$ cat config.mk
export PLATFORM = sky130hd
export DESIGN_NAME = gat_stage_scheduler
export DESIGN_NICKNAME = d
export VERILOG_FILES = /design/src/rtl/gat_sched_pkg.sv /design/src/rtl/gat_stage_scheduler_counter.sv /design/src/rtl/gat_stage_scheduler.sv
export SDC_FILE = /design/constraint.sdc
export NUM_CORES = 1
export LEC_CHECK = 0
export ABC_AREA = 1
export BUFFER_PORTS_ARGS = -buffer_cell sky130_fd_sc_hd__buf_4
export CAP_MARGIN = 30
export CORE_AREA = 2 2 163 165
export DETAILED_ROUTE_END_ITERATION = 6
export DIE_AREA = 0 0 165 167
export PLACE_DENSITY = 0.76
export REMOVE_ABC_BUFFERS = 1
export SYNTH_ARGS = -nofsm -noshare
export SYNTH_HDL_FRONTEND = slang
export SYNTH_HIERARCHICAL = 1
export SYNTH_SLANG_ARGS = --single-unit
$ cat constraint.sdc
create_clock -name clk -period 5 [get_ports clk]
set_clock_uncertainty 0.05 [all_clocks]
set_input_delay 1.5 -clock clk [delete_from_list [all_inputs] [get_ports clk]]
set_output_delay 1.5 -clock clk [all_outputs]
set_load 0.03 [all_outputs]
$ cat src/rtl/gat_sched_pkg.sv
// Shared types for the GAT stage scheduler: stage identifiers and FSM states.
package gat_sched_pkg;

    localparam int NUM_STAGES = 4;

    typedef enum logic [1:0] {
        STG_SPMM = 2'd0,
        STG_DMVM = 2'd1,
        STG_SM   = 2'd2,
        STG_AGGR = 2'd3
    } stage_e;

    typedef enum logic [2:0] {
        ST_IDLE   = 3'd0,
        ST_LAUNCH = 3'd1,
        ST_WAIT   = 3'd2,
        ST_FINISH = 3'd3,
        ST_ERR    = 3'd4
    } sched_state_e;

endpackage

$ cat src/rtl/gat_stage_scheduler_counter.sv
// Saturating up-counter with synchronous clear, used for per-stage cycle counts.
module sched_sat_counter #(
    parameter int WIDTH = 32
) (
    input  logic             clk,
    input  logic             rst_n,
    input  logic             clear,
    input  logic             inc,
    output logic [WIDTH-1:0] count
);

    // Holds at all-ones once reached so long stages never read back as short.
    always_ff @(posedge clk or negedge rst_n) begin
        if (!rst_n) begin
            count <= '0;
        end else if (clear) begin
            count <= '0;
        end else if (inc && (count != '1)) begin
            count <= count + 1'b1;
        end
    end

endmodule

$ cat src/rtl/gat_stage_scheduler.sv
// Sequences SPMM -> DMVM -> softmax -> aggregation for each GAT layer, with a
// host handshake, per-stage watchdog, sticky error/spurious flags and perf counters.
module gat_stage_scheduler
    import gat_sched_pkg::*;
#(
    parameter int NUM_LAYERS     = 2,
    parameter int TIMEOUT_CYCLES = 65535,
    parameter int PERF_W         = 32
) (
    input  logic              clk,
    input  logic              rst_n,
    input  logic              start_i,
    input  logic              clear_i,
    output logic              busy_o,
    output logic              done_o,
    output logic              err_o,
    output logic [7:0]        layer_idx_o,
    output logic [1:0]        stage_idx_o,
    output logic [3:0]        stage_start_o,
    input  logic [3:0]        stage_done_i,
    output logic [3:0]        spurious_o,
    input  logic [1:0]        perf_sel_i,
    output logic [PERF_W-1:0] perf_cnt_o
);

    localparam int TCNT_W = (TIMEOUT_CYCLES > 1) ? $clog2(TIMEOUT_CYCLES + 1) : 1;
    localparam logic [TCNT_W-1:0] TIMEOUT_VAL = TCNT_W'(TIMEOUT_CYCLES);
    localparam logic [7:0] LAST_LAYER = 8'(NUM_LAYERS - 1);
    localparam logic [1:0] LAST_STAGE = 2'(STG_AGGR);

    sched_state_e state;
    logic [TCNT_W-1:0] tcnt;
    logic [PERF_W-1:0] perf [NUM_STAGES];
    logic [NUM_STAGES-1:0] perf_inc;
    logic [3:0] active_mask;
    logic [3:0] spurious_hits;
    logic active_done;
    logic timeout_hit;
    logic run_accept;
    logic flag_clear;

    assign active_mask   = 4'b0001 << stage_idx_o;
    assign active_done   = (state == ST_WAIT) && stage_done_i[stage_idx_o];
    // A done arriving in the timeout cycle takes priority over the watchdog.
    assign timeout_hit   = (TIMEOUT_CYCLES != 0) && (state == ST_WAIT) &&
                           (tcnt == TIMEOUT_VAL) && !active_done;
    assign run_accept    = (state == ST_IDLE) && start_i;
    assign flag_clear    = ((state == ST_IDLE) && (start_i || clear_i)) ||
                           ((state == ST_ERR) && clear_i);
    assign spurious_hits = (state == ST_WAIT) ? (stage_done_i & ~active_mask) : stage_done_i;

    assign busy_o        = (state != ST_IDLE);
    assign done_o        = (state == ST_FINISH);
    assign stage_start_o = (state == ST_LAUNCH) ? active_mask : 4'b0000;

    always_ff @(posedge clk or negedge rst_n) begin
        if (!rst_n) begin
            state       <= ST_IDLE;
            layer_idx_o <= 8'd0;
            stage_idx_o <= 2'd0;
            tcnt        <= '0;
            err_o       <= 1'b0;
        end else begin
            case (state)
                ST_IDLE: begin
                    if (start_i) begin
                        layer_idx_o <= 8'd0;
                        stage_idx_o <= 2'd0;
                        state       <= ST_LAUNCH;
                    end
                end
                ST_LAUNCH: begin
                    tcnt  <= '0;
                    state <= ST_WAIT;
                end
                ST_WAIT: begin
                    tcnt <= tcnt + 1'b1;
                    if (active_done) begin
                        if (stage_idx_o != LAST_STAGE) begin
                            stage_idx_o <= stage_idx_o + 2'd1;
                            state       <= ST_LAUNCH;
                        end else if (layer_idx_o != LAST_LAYER) begin
                            layer_idx_o <= layer_idx_o + 8'd1;
                            stage_idx_o <= 2'd0;
                            state       <= ST_LAUNCH;
                        end else begin
                            state <= ST_FINISH;
                        end
                    end else if (timeout_hit) begin
                        err_o <= 1'b1;
                        state <= ST_ERR;
                    end
                end
                ST_FINISH: begin
                    state <= ST_IDLE;
                end
                ST_ERR: begin
                    if (clear_i) begin
                        err_o <= 1'b0;
                        state <= ST_IDLE;
                    end
                end
                default: begin
                    state <= ST_IDLE;
                end
            endcase
        end
    end

    // Hits seen in the clearing cycle still register so no event is lost.
    always_ff @(posedge clk or negedge rst_n) begin
        if (!rst_n) begin
            spurious_o <= 4'b0000;
        end else if (flag_clear) begin
            spurious_o <= spurious_hits;
        end else begin
            spurious_o <= spurious_o | spurious_hits;
        end
    end

    for (genvar g = 0; g < NUM_STAGES; g++) begin : g_perf
        assign perf_inc[g] = ((state == ST_LAUNCH) || (state == ST_WAIT)) &&
                             (stage_idx_o == 2'(g));

        sched_sat_counter #(.WIDTH(PERF_W)) u_perf (
            .clk   (clk),
            .rst_n (rst_n),
            .clear (run_accept),
            .inc   (perf_inc[g]),
            .count (perf[g])
        );
    end

    always_ff @(posedge clk or negedge rst_n) begin
        if (!rst_n) begin
            perf_cnt_o <= '0;
        end else begin
            perf_cnt_o <= perf[perf_sel_i];
        end
    end

endmodule

==> results.yml, run 1 <==
finish:
  diodes: 0
  layout-drive-gt1-share_pct: 9.563
  stdcell_count: 2280
  finalNetCount: 1954
  area_growth_pct: 9.660
  layout_common_cells: "639 x nand2_1, 316 x nor2_1, 194 x dfrtp_1, 169 x nand3_1, 146 x inv_1"
  final_common_cell: "nand2_1"
  nFillCells: 2476
  postLayoutCellArea_sq_mm: 0.01395
hold_path:
  hold_class: "flip-flop to flip-flop"
  min_to: "tcnt[14]"
  worstHoldStart: "tcnt[14]"
  min_path_cells: 1
status:
  run_status: "finished clean"
place:
  io_buffer_count: 62
  dp_hpwl_mm: 27.41
  placed_cell_area_sq_mm: 0.01334
  place_congestion: 0.9519
  dp_cells: 2249
power_and_ir_drop:
  combinationalPowerShare_pct: 31.4
  switching_power_mw: 2.134
  vdd_drop_max_mv: 0.2828
  p_sw_share_pct: 42.54
  p_per_area_mw_per_mm2: 359.7
  p_int_mw: 2.883
  p_clk_share_pct: 28.5
  p_leak_nw: 6.472
  seqPwrFrac_pct: 40.0
setup_path:
  required_ns: 5.32
  crit_slowest_cell: "inv_1"
  r2r_cells: 10
  startpoint_type: "input pin"
  r2r-start: "state[1]"
  reg2reg_setup_slack_ns: 2.16
  worstSetupPathType: "input pin to flip-flop"
  worst_path_most_repeated_cell: "nand2_1"
  arrival_ns: 3.66
  crit_chain: "buf_4 > nand2_1 > inv_2 > inv_1 > nand2_4 > inv_2 > nand2_1 > nand2_1"
  critical-path-max-stage-delay_ns: 0.70
  rr_endpoint: "g_perf[2].u_perf/count[28]"
  cp-end-kind: "flip-flop"
  crit_fanout: 24
drt:
  ant_nets: 0
  wl_per_cell_um: 16.26
  vias_per_cell: 5.544
  drtIter0Drc: 1278
  detail_route.first_pass.iterations: 6
  via_count: 12640
  wl_mm: 37.07
  drc: 0
clock_network:
  cts-root-buf: "clkbuf_16"
  clkSinkCount: 194
  htree_levels: 4
  post_cts.repair.setup_buffers: 0
  postCtsHoldBufs: 0
  cts-resized-gates: 0
  cts_tree: "yes"
  clk_pin_slew_worst_paths_ns: 0.08
  numCtsBuffers: 17
  clock_latency_ns: 0.45
  clock_path_buffers: 2
global_routing:
  grt_pass1_vias: 11470
  grt_pass1_wl_mm: 60.09
  grt_start_max_net_pins: 77
  grt_overflow: 0
  track_usage_pct: 27.57
  antenna_found_initial: 0
run:
  drv_cap: 0
synthesis:
  ys_seq_area_share_pct: 38.17
  synthCells: 1898
  ys_ff_latch: 194
  synth_cell_type_count: 32
  synth_ff_type: "dfrtp_1"
  synthArstFlopShare_pct: 100.0
  synth_edf_count: 0
  yosys_warnings: 6
  synth_area_sq_mm: 0.01272
  syn_area_per_cell_sq_um: 6.702
timing:
  holdWs_ns: 0.4451
  min_period_over_period_pct: 66.82
  worst_slew_pin_slew_ns: 0.9111
  slew_violations: 0
  hold_viol_final: 0
  period_needed_ns: 3.341
  max_freq_ghz: 0.2993
  setup-violations-final: 0
  max-slew-margin-rel_pct: 39.17
  rsz0062_at_grt: "false"
  finalSetupTns_ns: 0
floorplanning:
  die_height_um: 167
  start_util_pct: 49.37
  core_area_sq_mm: 0.02576
  num_rows: 59
  ios: 63
  die_area_sq_mm: 0.02756
  die_x_um: 165
## logic make-up after synthesis
group           Yosys count  synth area share, %
buf+inv                 217                7.535
simple gates           1237                42.19
xor+xnor                 40                2.754
flops                   194                38.17
compound gates          199                8.273
fa+ha+maj                11                1.082
## registers in the layout (all words and copies together) (netlist names)
name and cells:
perf_cnt_o 32, g_perf.u_perf/count 128, stage_idx_o 2, state 3, spurious_o 4, layer_idx_o 8, err_o 1, tcnt 16
## layer usage
| layer | global-route usage (%) | routed length, um | vias up |
|---|---|---|---|
| met3 | 4.932 | 2871 | 86 |
| met5 | 0 | 0 | - |
| met2 | 42.55 | 16920 | 513 |
| li1 | - | - | 6131 |
| met4 | 10.17 | 1300 | 0 |
| met1 | 38.64 | 15980 | 5910 |
## per-stage QoR
step                setup WS [ns]  util (%)  power (mW)
floorplan                   1.185         -       2.957
global placement            1.344     51.77       3.544
detailed placement          1.284     51.79       3.577
CTS                         1.719     54.14       4.997
global route                1.483     54.14       5.273
finish                      1.659     54.14       5.018
## synthesized netlist by cell type, types with 5 or more instances
| cell type | instances | area share [%] |
|---|---|---|
| a21oi_1 | 21 | 0.83 |
| buf_2 | 10 | 0.39 |
| buf_6 | 17 | 1.5 |
| clkbuf_1 | 24 | 0.71 |
| dfrtp_1 | 194 | 38 |
| ha_1 | 11 | 1.1 |
| inv_1 | 147 | 4.3 |
| inv_2 | 14 | 0.41 |
| nand2_1 | 639 | 19 |
| nand2_2 | 15 | 0.74 |
| nand2_4 | 13 | 1.2 |
| nand3_1 | 169 | 6.6 |
| nand3b_1 | 5 | 0.30 |
| nand4_1 | 36 | 1.8 |
| nor2_1 | 316 | 9.3 |
| nor2_2 | 17 | 0.84 |
| nor2_4 | 9 | 0.80 |
| o21ai_0 | 89 | 3.5 |
| o21ai_1 | 50 | 2.0 |
| o22ai_1 | 33 | 1.6 |
| xnor2_1 | 17 | 1.2 |
| xor2_1 | 23 | 1.6 |
## how the worst max path moves through the flow
stage / startpoint / end / slack, ns / cells past startpoint
after detailed placement: start_i / g_perf[3].u_perf/count[1] / 1.28 / 8
after CTS: state[1] / stage_start_o[2] / 1.72 / 4
after floorplan: start_i / g_perf[0].u_perf/count[14] / 1.19 / 7
after global placement: start_i / g_perf[3].u_perf/count[28] / 1.34 / 8
after global routing: start_i / g_perf[1].u_perf/count[30] / 1.48 / 8
final: start_i / g_perf[3].u_perf/count[26] / 1.66 / 8
## final cells by class
cell class | instances | area, sq um | share of cell area [%]
multi-input combinational | 1487 | 6907 | 49.52
timing repair buffer | 72 | 559.3 | 4.010
inverter | 161 | 604.3 | 4.333
clock buffer | 18 | 439.2 | 3.149
tap | 335 | 419.2 | 3.005
clock inverter | 13 | 165.2 | 1.184
sequential | 194 | 4855 | 34.80
## power by group through the flow
stage	registers, mW	logic, mW	clock network, mW
6_report	2.01	1.58	1.43
3_5_place_dp	2.02	1.55	0
3_3_place_gp	2.02	1.52	0
4_1_cts	2.00	1.56	1.44
2_1_floorplan	2.04	0.915	0
5_1_grt	2.03	1.74	1.51
## worst max-delay path, delay by kind of cell
kind	cells	cell delay, ns
buffers and inverters	4	1.43
and+or+nand+nor	4	0.70
(Power assumes the default switching activity.)
==> run 2: changes to the inputs <==
==> constraint.sdc (replaced) <==
create_clock -name clk -period 3.13 [get_ports clk]
set_clock_uncertainty 0.05 [all_clocks]
set_input_delay 0.939 -clock clk [delete_from_list [all_inputs] [get_ports clk]]
set_output_delay 0.939 -clock clk [all_outputs]
set_load 0.03 [all_outputs]
==> run 2 against run 1 <==
  * Register-to-register slack worse by 1.7 ns
  * Global-route usage is 0.53 points higher
  * Flip-flop and latch count unchanged
  * Combinational power rose by 64%
  * Wire length up 1.3%
  * Critical path depth shrank 4
  * Non-clock buffer count up 11
  * Highest routed layer unchanged
==> results.yml, run 2 (synthesized netlist as in run 1, its figures left out) <==
power_and_ir_drop:
  p_int_mw: 4.569
  p_per_area_mw_per_mm2: 569.0
  vdd_drop_max_mv: 0.4382
  p_clk_share_pct: 27.8
  seqPwrFrac_pct: 39.8
  combinationalPowerShare_pct: 32.4
  p_leak_nw: 6.524
  switching_power_mw: 3.423
  p_sw_share_pct: 42.83
clock_network:
  clk_pin_slew_worst_paths_ns: 0.09
  post_cts.repair.setup_buffers: 0
  numCtsBuffers: 17
  clkSinkCount: 194
  cts-resized-gates: 0
  htree_levels: 4
  clock_latency_ns: 0.45
  clock_path_buffers: 2
  postCtsHoldBufs: 0
  cts_tree: "yes"
  cts-root-buf: "clkbuf_16"
global_routing:
  grt_start_max_net_pins: 70
  grt_pass1_wl_mm: 61.17
  track_usage_pct: 28.10
  antenna_found_initial: 1
  grt_pass1_vias: 11580
  grt_overflow: 0
drt:
  ant_nets: 0
  wl_per_cell_um: 16.38
  via_count: 12680
  drtIter0Drc: 1423
  wl_mm: 37.54
  drc: 0
  vias_per_cell: 5.531
  detail_route.first_pass.iterations: 6
place:
  place_congestion: 0.9427
  placed_cell_area_sq_mm: 0.01345
  io_buffer_count: 62
  dp_hpwl_mm: 27.77
floorplanning:
  die_area_sq_mm: 0.02756
  num_rows: 59
  core_area_sq_mm: 0.02576
  die_height_um: 167
  ios: 63
  start_util_pct: 49.37
  die_x_um: 165
timing:
  worst_slew_pin_slew_ns: 0.6275
  max_freq_ghz: 0.3649
  setup-violations-final: 0
  max-slew-margin-rel_pct: 58.16
  period_needed_ns: 2.741
  slew_violations: 0
  min_period_over_period_pct: 87.56
  hold_viol_final: 0
  rsz0062_at_grt: "false"
setup_path:
  cp-end-kind: "output port"
  worstSetupPathType: "flip-flop to output port"
  required_ns: 2.14
  r2r_cells: 10
  crit_start: "state[1]"
  rr_endpoint: "g_perf[3].u_perf/count[10]"
  r2r-start: "state[1]"
  startpoint_type: "flip-flop"
  critPathCapture: "stage_start_o[2]"
  crit_fanout: 10
  reg2reg_setup_slack_ns: 0.48
  arrival_ns: 1.75
finish:
  final_common_cell: "nand2_1"
  postLayoutCellArea_sq_mm: 0.01404
  utilization_pct: 54.51
  layout_common_cells: "639 x nand2_1, 316 x nor2_1, 194 x dfrtp_1, 169 x nand3_1, 146 x inv_1"
  finalNetCount: 1965
  top_regs: "g_perf.u_perf/count: 128 flops, perf_cnt_o: 32 flops, tcnt: 16 flops"
  nFillCells: 2508
  area_growth_pct: 10.42
  layout-drive-gt1-share_pct: 10.12
  largest_reg_flops: 128
  diodes: 0
  regMostFlops: "g_perf.u_perf/count"
status:
  run_status: "finished clean"
run:
  drv_cap: 0
hold_path:
  hold_class: "input pin to async pin"
run 2: cell types whose count changed in the layout (fill, tap and decap cells not counted), sizes merged:
| cell | before | now |
|---|---|---|
| buf | 71 | 82 |
| clkinvlp | 0 | 1 |
| inv | 168 | 170 |
| bufinv | 1 | 0 |
| clkinv | 5 | 4 |
run 2: stage by stage:
stage	worst slack [ns]	setup TNS [ns]	cells	total power, mW	hold slack, ns
2_1_floorplan	-0.1240	-10.06	1842	4.724	0.3957
3_3_place_gp	0.5077	0	2260	5.723	0.4281
3_5_place_dp	0.4635	0	2260	5.769	0.4330
4_1_cts	0.3877	0	2292	7.998	0.4454
5_1_grt	0.2672	0	2292	8.415	0.4752
6_report	0.3894	0	2292	7.992	0.4395
run 2: worst min path at each step:
stage          startpoint  slack, ns  cells after the start                          to
2_1_floorplan    tcnt[14]       0.40                      1                    tcnt[14]
3_3_place_gp     tcnt[14]       0.43                      1                    tcnt[14]
3_5_place_dp     tcnt[14]       0.43                      1                    tcnt[14]
4_1_cts          tcnt[14]       0.45                      1                    tcnt[14]
5_1_grt             rst_n       0.48                      1  g_perf[3].u_perf/count[23]
6_report            rst_n       0.44                      1  g_perf[3].u_perf/count[23]
run 2: critical path, cell delays in order (launching register included):
cell     delay, ns
dfrtp_1       0.45
nor3_1        0.29
inv_2         0.17
nor2_1        0.19
buf_4         0.20
run 2: cell type report:
| type | count | area, sq um | share of cell area (%) |
|---|---|---|---|
| multi-input combinational | 1487 | 6907 | 49.18 |
| sequential | 194 | 4855 | 34.57 |
| timing repair buffer | 83 | 666.9 | 4.748 |
| inverter | 161 | 604.3 | 4.303 |
| clock buffer | 18 | 439.2 | 3.127 |
| tap | 335 | 419.2 | 2.984 |
| clock inverter | 14 | 153.9 | 1.096 |
run 2: power by group through the flow:
stage | combinational (mW) | sequential (mW) | clock, mW
2_1_floorplan | 1.46 | 3.26 | 0
3_3_place_gp | 2.51 | 3.21 | 0
3_5_place_dp | 2.55 | 3.22 | 0
4_1_cts | 2.56 | 3.18 | 2.26
5_1_grt | 2.84 | 3.22 | 2.35
6_report | 2.59 | 3.18 | 2.22
run 2: per-layer routing:
layer / share of wire, % / vias to the layer above / wire length [um] / global-route usage [%]
met2: 46 / 527 / 17240 / 43.06
met3: 7.5 / 69 / 2821 / 4.658
met5: 0 / - / 0 / 0
met1: 43 / 5935 / 16330 / 40.07
li1: - / 6146 / - / -
met4: 3.1 / 0 / 1149 / 10.02
